==> src/rtl/rat_int_pkg.sv <==
// Shared types and default constants for the rat_int_ctrl interrupt controller.
package rat_int_pkg;

  localparam int unsigned NUM_SRC = 8;
  localparam int unsigned ID_W    = 3;

  localparam logic [7:0] DEF_MASK_ID = 8'h20;
  localparam logic [7:0] DEF_ACK_ID  = 8'h21;
  localparam logic [7:0] DEF_STAT_ID = 8'h22;
  localparam logic [7:0] DEF_VEC_ID  = 8'h23;
  localparam int unsigned DEF_HOLDOFF = 2;

  typedef enum logic [1:0] {
    ST_IDLE   = 2'd0,
    ST_ACTIVE = 2'd1,
    ST_HOLD   = 2'd2
  } state_e;

  // One MCU write-bus beat as seen on the I/O port.
  typedef struct packed {
    logic       strb;
    logic [7:0] port;
    logic [7:0] data;
  } io_wr_t;

endpackage

==> src/rtl/rat_prio_enc.sv <==
// Fixed-priority encoder: index of the lowest set request bit, bit 0 wins.
module rat_prio_enc
  import rat_int_pkg::*;
(
  input  logic [NUM_SRC-1:0] req,
  output logic [ID_W-1:0]    idx,
  output logic               vld
);

  always_comb begin
    idx = '0;
    vld = |req;
    // Scan high-to-low so the last hit written is the lowest index.
    for (int i = NUM_SRC - 1; i >= 0; i--) begin
      if (req[i]) idx = ID_W'(i);
    end
  end

endmodule

==> src/rtl/rat_int_ctrl.sv <==
// Eight-source edge-triggered interrupt controller for a small MCU I/O bus,
// with mask/pending/vector registers and a post-acknowledge INT holdoff.
module rat_int_ctrl
  import rat_int_pkg::*;
#(
  parameter logic [7:0]  MASK_ID = DEF_MASK_ID,
  parameter logic [7:0]  ACK_ID  = DEF_ACK_ID,
  parameter logic [7:0]  STAT_ID = DEF_STAT_ID,
  parameter logic [7:0]  VEC_ID  = DEF_VEC_ID,
  parameter int unsigned HOLDOFF = DEF_HOLDOFF
) (
  input  logic       CLK,
  input  logic       RESET_N,
  input  logic [7:0] IRQ,
  input  logic [7:0] PORT_ID,
  input  logic [7:0] OUT_PORT,
  input  logic       IO_STRB,
  output logic       INT_CU,
  output logic [7:0] RD_DATA,
  output logic       RD_HIT
);

  localparam int unsigned CNT_W = (HOLDOFF > 1) ? $clog2(HOLDOFF) : 1;
  localparam logic [CNT_W-1:0] CNT_LOAD = (HOLDOFF > 1) ? CNT_W'(HOLDOFF - 1) : '0;

  state_e             state_q, state_d;
  logic               int_q, int_d;
  logic [7:0]         pend_q, pend_d;
  logic [7:0]         mask_q, mask_d;
  logic [ID_W-1:0]    id_q, id_d;
  logic [CNT_W-1:0]   cnt_q, cnt_d;
  logic [7:0]         irq_q, irq_d;
  logic               armed_q, armed_d;

  io_wr_t             wr_c;
  logic               mask_wr_c;
  logic               ack_wr_c;
  logic [7:0]         rise_c;
  logic [7:0]         clr_c;
  logic [7:0]         req_c;
  logic [ID_W-1:0]    enc_idx_c;
  logic               enc_vld_c;

  assign wr_c      = '{strb: IO_STRB, port: PORT_ID, data: OUT_PORT};
  assign mask_wr_c = wr_c.strb && (wr_c.port == MASK_ID);
  assign ack_wr_c  = wr_c.strb && (wr_c.port == ACK_ID);
  // The first edge after reset only primes irq_q, so a source already high is not an edge.
  assign rise_c    = armed_q ? (IRQ & ~irq_q) : 8'h00;
  assign req_c     = pend_q & mask_q;

  rat_prio_enc u_prio_enc (
    .req (req_c),
    .idx (enc_idx_c),
    .vld (enc_vld_c)
  );

  always_ff @(posedge CLK or negedge RESET_N) begin
    if (!RESET_N) begin
      state_q <= ST_IDLE;
      int_q   <= 1'b0;
      pend_q  <= 8'h00;
      mask_q  <= 8'h00;
      id_q    <= '0;
      cnt_q   <= '0;
      irq_q   <= 8'h00;
      armed_q <= 1'b0;
    end else begin
      state_q <= state_d;
      int_q   <= int_d;
      pend_q  <= pend_d;
      mask_q  <= mask_d;
      id_q    <= id_d;
      cnt_q   <= cnt_d;
      irq_q   <= irq_d;
      armed_q <= armed_d;
    end
  end

  always_comb begin
    state_d = state_q;
    id_d    = id_q;
    cnt_d   = cnt_q;
    mask_d  = mask_q;
    clr_c   = 8'h00;
    irq_d   = IRQ;
    armed_d = 1'b1;

    if (mask_wr_c) mask_d = wr_c.data;

    case (state_q)
      ST_IDLE: begin
        if (enc_vld_c) begin
          id_d    = enc_idx_c;
          state_d = ST_ACTIVE;
        end
      end
      ST_ACTIVE: begin
        if (ack_wr_c) begin
          clr_c[id_q] = 1'b1;
          cnt_d       = CNT_LOAD;
          state_d     = ST_HOLD;
        end else if (!mask_q[id_q]) begin
          state_d = ST_IDLE;
        end
      end
      ST_HOLD: begin
        // Leave one cycle early: the IDLE cycle itself is the last INT-low cycle.
        if (cnt_q <= CNT_W'(1)) begin
          cnt_d   = '0;
          state_d = ST_IDLE;
        end else begin
          cnt_d = cnt_q - CNT_W'(1);
        end
      end
      default: state_d = ST_IDLE;
    endcase

    // A fresh edge on the acknowledged source survives its own clear.
    pend_d = (pend_q & ~clr_c) | rise_c;
    int_d  = (state_d == ST_ACTIVE);
  end

  assign INT_CU = int_q;

  always_comb begin
    RD_DATA = 8'h00;
    RD_HIT  = 1'b0;
    if (PORT_ID == MASK_ID) begin
      RD_DATA = mask_q;
      RD_HIT  = 1'b1;
    end else if (PORT_ID == STAT_ID) begin
      RD_DATA = pend_q;
      RD_HIT  = 1'b1;
    end else if (PORT_ID == VEC_ID) begin
      RD_DATA = {5'b00000, id_q};
      RD_HIT  = 1'b1;
    end
  end

endmodule

==> config.mk <==
export PLATFORM = sky130hd
export DESIGN_NAME = rat_int_ctrl
export DESIGN_NICKNAME = d
export VERILOG_FILES = /design/src/rtl/rat_int_pkg.sv /design/src/rtl/rat_prio_enc.sv /design/src/rtl/rat_int_ctrl.sv
export SDC_FILE = /design/constraint.sdc
export NUM_CORES = 1
export LEC_CHECK = 0
export ABC_AREA = 1
export CAP_MARGIN = 20
export CORE_MARGIN = 4
export CORE_UTILIZATION = 49
export CTS_CLUSTER_DIAMETER = 60
export DETAILED_ROUTE_END_ITERATION = 8
export HOLD_SLACK_MARGIN = 0.02
export PLACE_DENSITY = 0.9
export SYNTH_ARGS = -nofsm -noshare
export SYNTH_HDL_FRONTEND = slang
export SYNTH_SLANG_ARGS = --single-unit
==> constraint.sdc <==
create_clock -name CLK -period 1.4 [get_ports CLK]
set_input_delay 0.21 -clock CLK [delete_from_list [all_inputs] [get_ports CLK]]
set_output_delay 0.21 -clock CLK [all_outputs]
set_load 0.005 [all_outputs]
### Word level (Yosys, flattened, before mapping)

Cells that the tools add are included.

* shift-type cells: 0
* bitwise operators: 6
* eq/ne operators: 8
* reductions and logical operators: 8
* muxes and demuxes: 29
* divide/modulo/power cells: 0
* order comparisons: 3
* add/subtract/negate cells: 1
* $mul: 0

Operators with widths (number)
* 2-to-1 mux 8 bit: 5
* == test 8 x 6 -> 1 bit, second input constant: 4
* 2-to-1 mux 3 bit: 9
* AND 8 bit: 3
* inverter 8 bit: 2
* 2-to-1 mux 2 bit: 4
* bitwise OR 8 bit: 1
* OR reduction 8 bit: 1
* 2-to-1 mux 1 bit: 7
* case mux 2 bit (3 select lines): 1
* == test 2 x 1 -> 1 bit, second input constant: 2
* less-than comparator 3 x 4 -> 1 bit, second input constant: 1
* AND reduction 2 bit: 2
* binary-select mux 1 bit (select 3 bit): 1
* demux 1 bit (select 3 bit): 1
* >= comparator 3 x 1 -> 1 bit, second input constant: 1
* logical AND 1 bit: 3
* == test 2 bit, second input constant: 1
* logical NOT 2 bit: 1
* != test 2 bit, second input constant: 1
* case mux 1 bit (2 select lines): 1
* nonzero test 2 bit: 1
* less-or-equal comparator 1 bit, second input constant: 1
* subtractor 1 bit, second input constant: 1

* memories kept: 0
* latch bits: 0
* memory bits (writable): 0
* bits in read-only memories: 0
* output and inout bits: 10
* logic and storage cells: 63
* input bits: 27
* flip-flop bits (word level): 32

### Longest topological paths before layout

Gate-level depths: netlist (run 1).

* depth in word-level cells: 9
* depth in mapped cells: 10
* depth with buffers taken out: 10

### By module

Synthesis (run 1) repeated with hierarchy kept, for this count alone.

* cell total of the unflattened synthesis: 241
* area total of the unflattened synthesis: 1719.1 um^2

By module, submodules not included
* rat_int_ctrl: sequential area each 775.7 um^2, times used 1, cells each 219, area each 1620.3 um^2
* rat_prio_enc: sequential area each 0.0 um^2, times used 1, cells each 22, area each 98.8 um^2

### Worst setup path before layout (run 1)

OpenSTA, ideal clock, no wires.

* path type: input port to output port
* start point: input port PORT_ID[7]
* end point: output port RD_DATA[2]
* path slack: 0.289 ns
* path buffers: 1
* arrival: 0.901 ns
* stages: 8
* cell sequence: nor2_2 nand3_2 nor2_4 nand2_4 clkinv_2 buf_6 nand2_1 nand3_1

* longest elaborated chain between the ends: 4
* elaborated cells on any way between the ends: 6

RTL lines
* from (decl): RTL line rat_int_ctrl.sv:15 `input logic [7:0] PORT_ID,`
* == test 8 x 6 -> 1 bit: RTL line rat_int_ctrl.sv:134 `end else if (PORT_ID == VEC_ID) begin`
* 2-to-1 mux 3 bit: RTL line rat_int_ctrl.sv:134
* 2-to-1 mux 8 bit: RTL line rat_int_ctrl.sv:131 `end else if (PORT_ID == STAT_ID) begin`
* 2-to-1 mux 8 bit *: RTL line rat_int_ctrl.sv:128 `if (PORT_ID == MASK_ID) begin`
* to (decl): RTL line rat_int_ctrl.sv:19 `output logic [7:0] RD_DATA,`

Mark *: on every way between the ends. The rest lies on a longest branch, timed or not.

### Worst setup path in the final report (run 1)

* start point: input port PORT_ID[3]
* end point: output port RD_DATA[2]

The elaborated chain is that of the path after synthesis.

==> results of run 1 <==
[through the flow]
step	setup WS, ns	hold WS [ns]	utilization (%)	instances	TNS (ns)
after global routing	-0.0217	0.285	73.7	305	-0.0515
after CTS	0.00535	0.271	71.3	305	0
after floorplan	0.289	-0.0856	-	202	0
after detailed placement	-0.717	0.480	67.3	290	-11.21
final	0.0358	0.264	73.7	305	0
after global placement	-0.617	0.473	67.3	290	-9.53
[power breakdown]
| group | switching, mW | internal, mW |
|---|---|---|
| combinational | 0.371 | 0.300 |
| clock | 0.283 | 0.232 |
| sequential | 0.0758 | 0.986 |
[repair_timing]
item / in CTS / in global routing
endpoints found under the setup margin: 9 / 11
resized for setup: 79 / 23
setup buffers: 9 / 0
pin swaps: 10 / 11
hold buffers: 0 / 0
[layout make-up]
class / count / area (um2) / area share [%]
inverters: 18 / 75.1 / 3.31
flip-flops and latches: 31 / 777 / 34.3
clock buffers: 6 / 51.3 / 2.26
well taps: 44 / 55.1 / 2.43
clock inverters: 1 / 5.00 / 0.221
repair buffers: 57 / 489 / 21.6
multi-input cells: 148 / 816 / 36.0
[layer usage]
layer	track usage, %	up-vias	routed length (um)
met5	0	-	0
met3	5.89	5	362
li1	-	766	-
met2	38.6	70	2200
met4	6.33	0	39
met1	23.8	737	1660
[worst reg2reg max path, stage by stage (launching register included)]
cell	delay (ns)
dfrtp_1	0.46
nand2_1	0.13
nand2_1	0.07
nor2_1	0.14
nand2_1	0.07
nand2_1	0.16
nor2_1	0.06
nand2_1	0.06
nand2_1	0.05
[worst min path at each step]
| stage | from | end | slack [ns] | cells past startpoint |
|---|---|---|---|---|
| 2_1_floorplan | RESET_N | INT_CU$_DFF_PN0_ | -0.09 | 0 |
| 3_3_place_gp | irq_q[1]$_DFF_PN0_ | pend_q[1]$_DFF_PN0_ | 0.47 | 2 |
| 3_5_place_dp | irq_q[3]$_DFF_PN0_ | pend_q[3]$_DFF_PN0_ | 0.48 | 2 |
| 4_1_cts | RESET_N | pend_q[5]$_DFF_PN0_ | 0.27 | 2 |
| 5_1_grt | RESET_N | mask_q[4]$_DFFE_PN0P_ | 0.28 | 2 |
| 6_report | RESET_N | pend_q[5]$_DFF_PN0_ | 0.26 | 2 |
[sequential cells by signal, indices dropped and copies added (netlist names)]
signal and flops:
state_q 2, armed_q 1, mask_q 8, pend_q 8
id_q 3, irq_q 8, INT_CU 1
[kinds of logic (layout without fill, tap and decap cells)]
kind of cell,after synthesis,count (layout),synth area share [%]
buffers and inverters,23,82,6.42
AO/OA/AOI/OAI,20,20,6.97
other,1,1,0.237
AND/OR/NAND/NOR,127,127,37.2
flip-flops,31,31,49.1
[Yosys cell counts]
| cell type | number |
|---|---|
| nand2_1 | 71 |
| dfrtp_1 | 31 |
| nand3_1 | 26 |
| inv_1 | 17 |
| o21ai_0 | 14 |
| nor2_1 | 10 |
| nand3b_1 | 8 |
| o211ai_1 | 3 |
| a21oi_1 | 2 |
| buf_2 | 2 |
| nand2_2 | 2 |
| nand3_2 | 2 |
| nor2_2 | 2 |
| nor3_1 | 2 |
| a211oi_1 | 1 |
| buf_1 | 1 |
| buf_4 | 1 |
| buf_6 | 1 |
| clkinv_2 | 1 |
| conb_1 | 1 |
| nand2_4 | 1 |
| nor2_4 | 1 |
| nor3_2 | 1 |
| or2_2 | 1 |
==> metrics.yaml, run 1 <==
yosys-top-cells-area: "dfrtp_1 49%, nand2_1 17%, nand3_1 8.2%"
hold_class: "input port to async pin"
cts_tree: "yes"
max_stage_delay_ns: 0.15
die_area_um2: 4190
fmax_mhz: 733
drt_first_iter_violations: 102
cts_max_level: 2
r2r_cells: 8
syn_area_per_cell_um2: 7.82
crit_start: "PORT_ID[3]"
setup_viol: 0
synth_top_cell_area_share_pct: 49.1
regToRegStartpoint: "mask_q[2]$_DFFE_PN0P_"
n_fill_cell: 242
grt_antenna_before_repair: 0
endpoint_kind: "output port"
endpoint: "RD_DATA[2]"
drtAntennaViolNets: 0
yosysTopAreaCell: "dfrtp_1"
clock-skew-final_ns: 0.00805
fin_area_um2: 2270
drive_gt1_share_pct: 29.9
syn_area_um2: 1580
finalCritPeriodShare_pct: 97.4
die_h_um: 64.8
dp_hpwl_um: 2970
peakVddDrop_v: 0.000765
slew_violations: 0
worstSetupPathType: "input port to output port"
path_cells: "buf_6, nor2_4, inv_2, nor3_2, buf_4, buf_6, nand3_2, nand3_2, buf_2"
overflow: 0
core-area_um2: 3080
p_leak_nw: 1.13
clockRootBuffer: "clkbuf_4"
mostFrequentLayoutCells: "67 x nand2_1, 30 x dfrtp_1, 19 x clkdlybuf4s50_1"
path_clk_slew_ns: 0.10
status: "finished clean"
port_buffers: 36
yosysWarningCount: 0
boundaryPins: 37
hold_viol: 0
drv_cap: 0
final_common_cell: "nand2_1"
critical-path-slowest-cell: "buf_4"
fp.dieW_um: 64.8
clock_latency_ns: 0.32
grt_pass1_wl_um: 6730
syn_inst: 202
syn_to_final_growth_pct: 43.7
rows: 20
cpLargestDelayFamily: "buffers and inverters"
crit_fanout: 4
grt_max_degree: 32
totalWireLength_um: 4260
synth_nets: 229
grt_pass1_vias: 1504
post-route-min-period_ns: 1.36
ys_seq_area_share_pct: 49.1
firstDrtPassIters: 5
power_per_cell_area_nw_per_um2: 991
cts_buffers: 5
ys_types: 24
initial_core_util_pct: 51.3
n_antenna_cell: 0
drt-wirelength-per-cell_um: 14.0
rsz0062_at_grt: "yes"
startpoint_type: "input port"
reg2reg_slack_ns: 0.09
drc: 0
grt_usage_pct: 21.2
arrival_ns: 1.15
clockBufferDepth: 2
cts.sinks: 31
placed_area_um2: 2070
place.gp.congestion: 0.921
path_buf_inv: 5
vias_per_cell: 5.17
power_mw: 2.25
num-nets-final: 288
vias: 1578
crit_required_ns: 1.19
ys_ff_latch: 31
rr_endpoint: "id_q[0]$_DFFE_PN0P_"
critical_path_cell_count: 9
No activity file was read; power rests on OpenSTA's default activity.
==> inputs of run 2 (changes only) <==
--- a/config.mk
+++ b/config.mk
@@ -5,9 +5,7 @@
 export SDC_FILE = /design/constraint.sdc
 export NUM_CORES = 1
 export LEC_CHECK = 0
-export ABC_AREA = 1
 export CAP_MARGIN = 20
-export CORE_MARGIN = 4
 export CORE_UTILIZATION = 49
 export CTS_CLUSTER_DIAMETER = 60
 export DETAILED_ROUTE_END_ITERATION = 8
@@ -16,3 +14,4 @@
 export SYNTH_ARGS = -nofsm -noshare
 export SYNTH_HDL_FRONTEND = slang
 export SYNTH_SLANG_ARGS = --single-unit
+export TNS_END_PERCENT = 20
==> run 2 against run 1 <==
Net effect:
- the run now ends with negative setup slack left
- largest power group unchanged
- fmax decreased by 17%
- non-clock buffer count increased by 16
- setup slack got worse by 0.29 ns
- hold slack got worse by 0.025 ns
- critical endpoint is now mask_q[5]$_DFFE_PN0P_
- die area decreased by 17%
==> metrics.yaml, run 2 <==
status: "finished, violations left"
violations: "negative setup slack"
syn_inst: 150  # -26%
rr_endpoint: "id_q[0]$_DFFE_PN0P_"
endpoint_kind: "flop"
drc: 0  # unchanged
cts.sinks: 31  # unchanged
slew_violations: 0  # unchanged
grt_max_degree: 32  # unchanged
clkPwrFrac_pct: 26.9  # +4.0 points
fmax_mhz: 606  # -17%
n_antenna_cell: 0  # unchanged
ys_ff_latch: 31  # unchanged
num-nets-final: 251  # -13%
pwr-share-seq_pct: 38.2  # -9.0 points
syn_area_per_cell_um2: 10.6  # +36%
firstDrtPassIters: 5  # unchanged
reg.largest.list: "irq_q x8, mask_q x8, pend_q x8"
power_per_cell_area_nw_per_um2: 1160  # +17%
clockRootBuffer: "clkbuf_4"
r2r_cells: 7  # -1
boundaryPins: 37  # unchanged
crit_start: "PORT_ID[3]"
rsz0062_at_grt: "yes"
synthFlopType: "dfrtp_1"
cts_max_level: 2  # unchanged
synth_edf_count: 0  # unchanged
hold_class: "input port to async pin"
p_leak_nw: 1.12  # -0.82%
crit_required_ns: 1.62  # +0.43 ns
die_area_um2: 3480  # -17%
vias_per_cell: 5.90  # +14%
path_clk_slew_ns: 0.10  # about the same
grt_antenna_before_repair: 0  # unchanged
placed_area_um2: 2140  # +3.5%
dp_hpwl_um: 2870  # -3.1%
port_buffers: 36  # unchanged
fin_area_um2: 2380  # +4.9%
setup_viol: 22  # +22
drtAntennaViolNets: 0  # unchanged
clock_latency_ns: 0.35  # +0.03 ns
regToRegStartpoint: "pend_q[2]$_DFF_PN0_"
arrival_ns: 1.87  # +0.72 ns
die_h_um: 59.0  # -8.9%
clockBufferDepth: 2  # unchanged
setup-tns-final_ns: -3.55  # -3.55 ns
overflow: 0  # unchanged
p_sw_share_pct: 30.9  # -1.5 points
n_fill_cell: 190  # -21%
syn_to_final_growth_pct: 49.4
reg2reg_slack_ns: -0.21  # -0.30 ns
synth_top_cell_area_share_pct: 48.7  # -0.39 points
final.setup.worst_slack_ns: -0.251  # -0.286 ns
crit_fanout: 8  # +4
post-route-min-period_ns: 1.65  # +0.286 ns
grt_pass1_vias: 1561  # +3.8%
place.gp.congestion: 0.968  # +5.1%
final_common_cell: "buf_4"
startpoint_type: "input port"
multi_input_area_um2: 836  # +2.5%
async_reset_ff_share_pct: 100  # unchanged
p_int_mw: 1.90  # +25%
mostFrequentLayoutCells: "31 x buf_4, 30 x dfrtp_1, 18 x clkdlybuf4s50_1"
power_mw: 2.75  # +22%
cts_buffers: 5  # unchanged
fin_hold_ws_ns: 0.239  # -0.0250 ns
worstSetupPathType: "input port to flop"
cts_tree: "yes"
seq_area_um2: 777  # unchanged
hold_viol: 0  # unchanged
yosysWarningCount: 0  # unchanged
core-area_um2: 3080  # unchanged
drt_first_iter_violations: 103  # +0.98%
yosysTopAreaCell: "dfrtp_1"
initial_core_util_pct: 51.7  # +0.41 points
drv_cap: 0  # unchanged
clock-skew-final_ns: 0.0146  # +0.00654 ns
ys_types: 37  # +54%
pwr-share-comb_pct: 34.9  # +5.1 points
grt_pass1_wl_um: 7130  # +6.1%
ys_seq_area_share_pct: 48.7  # -0.39 points
syn_area_um2: 1590  # +0.79%
fp.dieW_um: 59.0  # -8.9%
peakVddDrop_v: 0.00121  # +59%
drive_gt1_share_pct: 38.7  # +8.8 points
power_switching_uw: 850  # +17%
synth.most_common_cell: "dfrtp_1"
grt_usage_pct: 28.8  # +7.7 points
drt-wirelength-per-cell_um: 17.7  # +27%
yosys-top-cells-area: "dfrtp_1 49%, mux2_4 7.5%, mux2i_1 5.7%"
vias: 1586  # +0.51%
synth_nets: 177  # -23%
synth.top_cells.by_count: "31 x dfrtp_1, 16 x nand2_1, 10 x nor2_1, 10 x o21ai_0, 9 x mux2i_1"
rows: 20  # unchanged
totalWireLength_um: 4750  # +12%
finalCritPeriodShare_pct: 118  # +20 points
-- run 2: changes by cell type after synthesis, sizes merged, moves of 4 or more --
cell    delta
nand2     -57
nand3     -24
inv       -13
mux2i      +9
mux2       +8
a21oi      +6
clkbuf     +4
o21ai      -4
-- run 2: repair_timing --
action                                  in CTS  in global routing
endpoints found under the setup margin      28                 27
resized for setup                           69                 15
buffers inserted                            11                  3
hold endpoints to repair                     0                  0
pin swaps                                    7                  5
cloned                                       1                  0
hold buffers                                 0                  0
-- run 2: worst max path at each step --
stage	to	slack, ns	depth (start not counted)
final	mask_q[5]$_DFFE_PN0P_	-0.25	6
after global routing	mask_q[5]$_DFFE_PN0P_	-0.29	6
after CTS	mask_q[7]$_DFFE_PN0P_	-0.23	6
after detailed placement	mask_q[7]$_DFFE_PN0P_	-0.84	5
after global placement	mask_q[5]$_DFFE_PN0P_	-0.79	5
after floorplan	mask_q[0]$_DFFE_PN0P_	-0.33	5
-- run 2: through the flow --
step,util [%],std cells,worst slack [ns]
2_1_floorplan,-,150,-0.327
3_3_place_gp,69.7,246,-0.789
3_5_place_dp,69.7,246,-0.836
4_1_cts,76.5,266,-0.231
5_1_grt,77.3,269,-0.294
6_report,77.3,269,-0.251
-- run 2: cell type report --
cell class                 instances  area share (%)
sequential                        31            32.7
clock inverter                     2            1.47
clock buffer                       6            2.16
timing repair buffer              73            25.6
tap                               44            2.31
inverter                           4           0.631
multi-input combinational        109            35.1
-- run 2: kinds of logic after synthesis --
kind of cell / after synthesis / synth area share (%)
AND/OR/NAND/NOR: 58 / 21.1
other: 1 / 0.236
multiplexers: 18 / 14.6
AO/OA/AOI/OAI: 31 / 12.2
flip-flops: 31 / 48.7
buffers and inverters: 11 / 3.14
-- run 2: power groups by stage --
stage	combinational (mW)	sequential (mW)	clock [mW]
final	0.959	1.05	0.740
after global routing	1.02	1.06	0.784
after CTS	0.845	1.05	0.753
after detailed placement	0.762	1.08	0
after global placement	0.728	1.07	0
after floorplan	0.425	1.06	0
-- run 2: worst max-delay path, stage by stage --
cell	delay [ns]
buf_6	0.10
nor4b_4	0.36
nand2_2	0.15
buf_6	0.14
or4b_4	0.59
mux2_4	0.33
-- run 2: layer usage --
metal	up-vias	routed length, um	GRT usage (%)
met5	-	0	0
met4	0	204	16.0
met3	31	437	8.95
met2	100	2390	46.4
met1	766	1720	34.4
li1	689	-	-
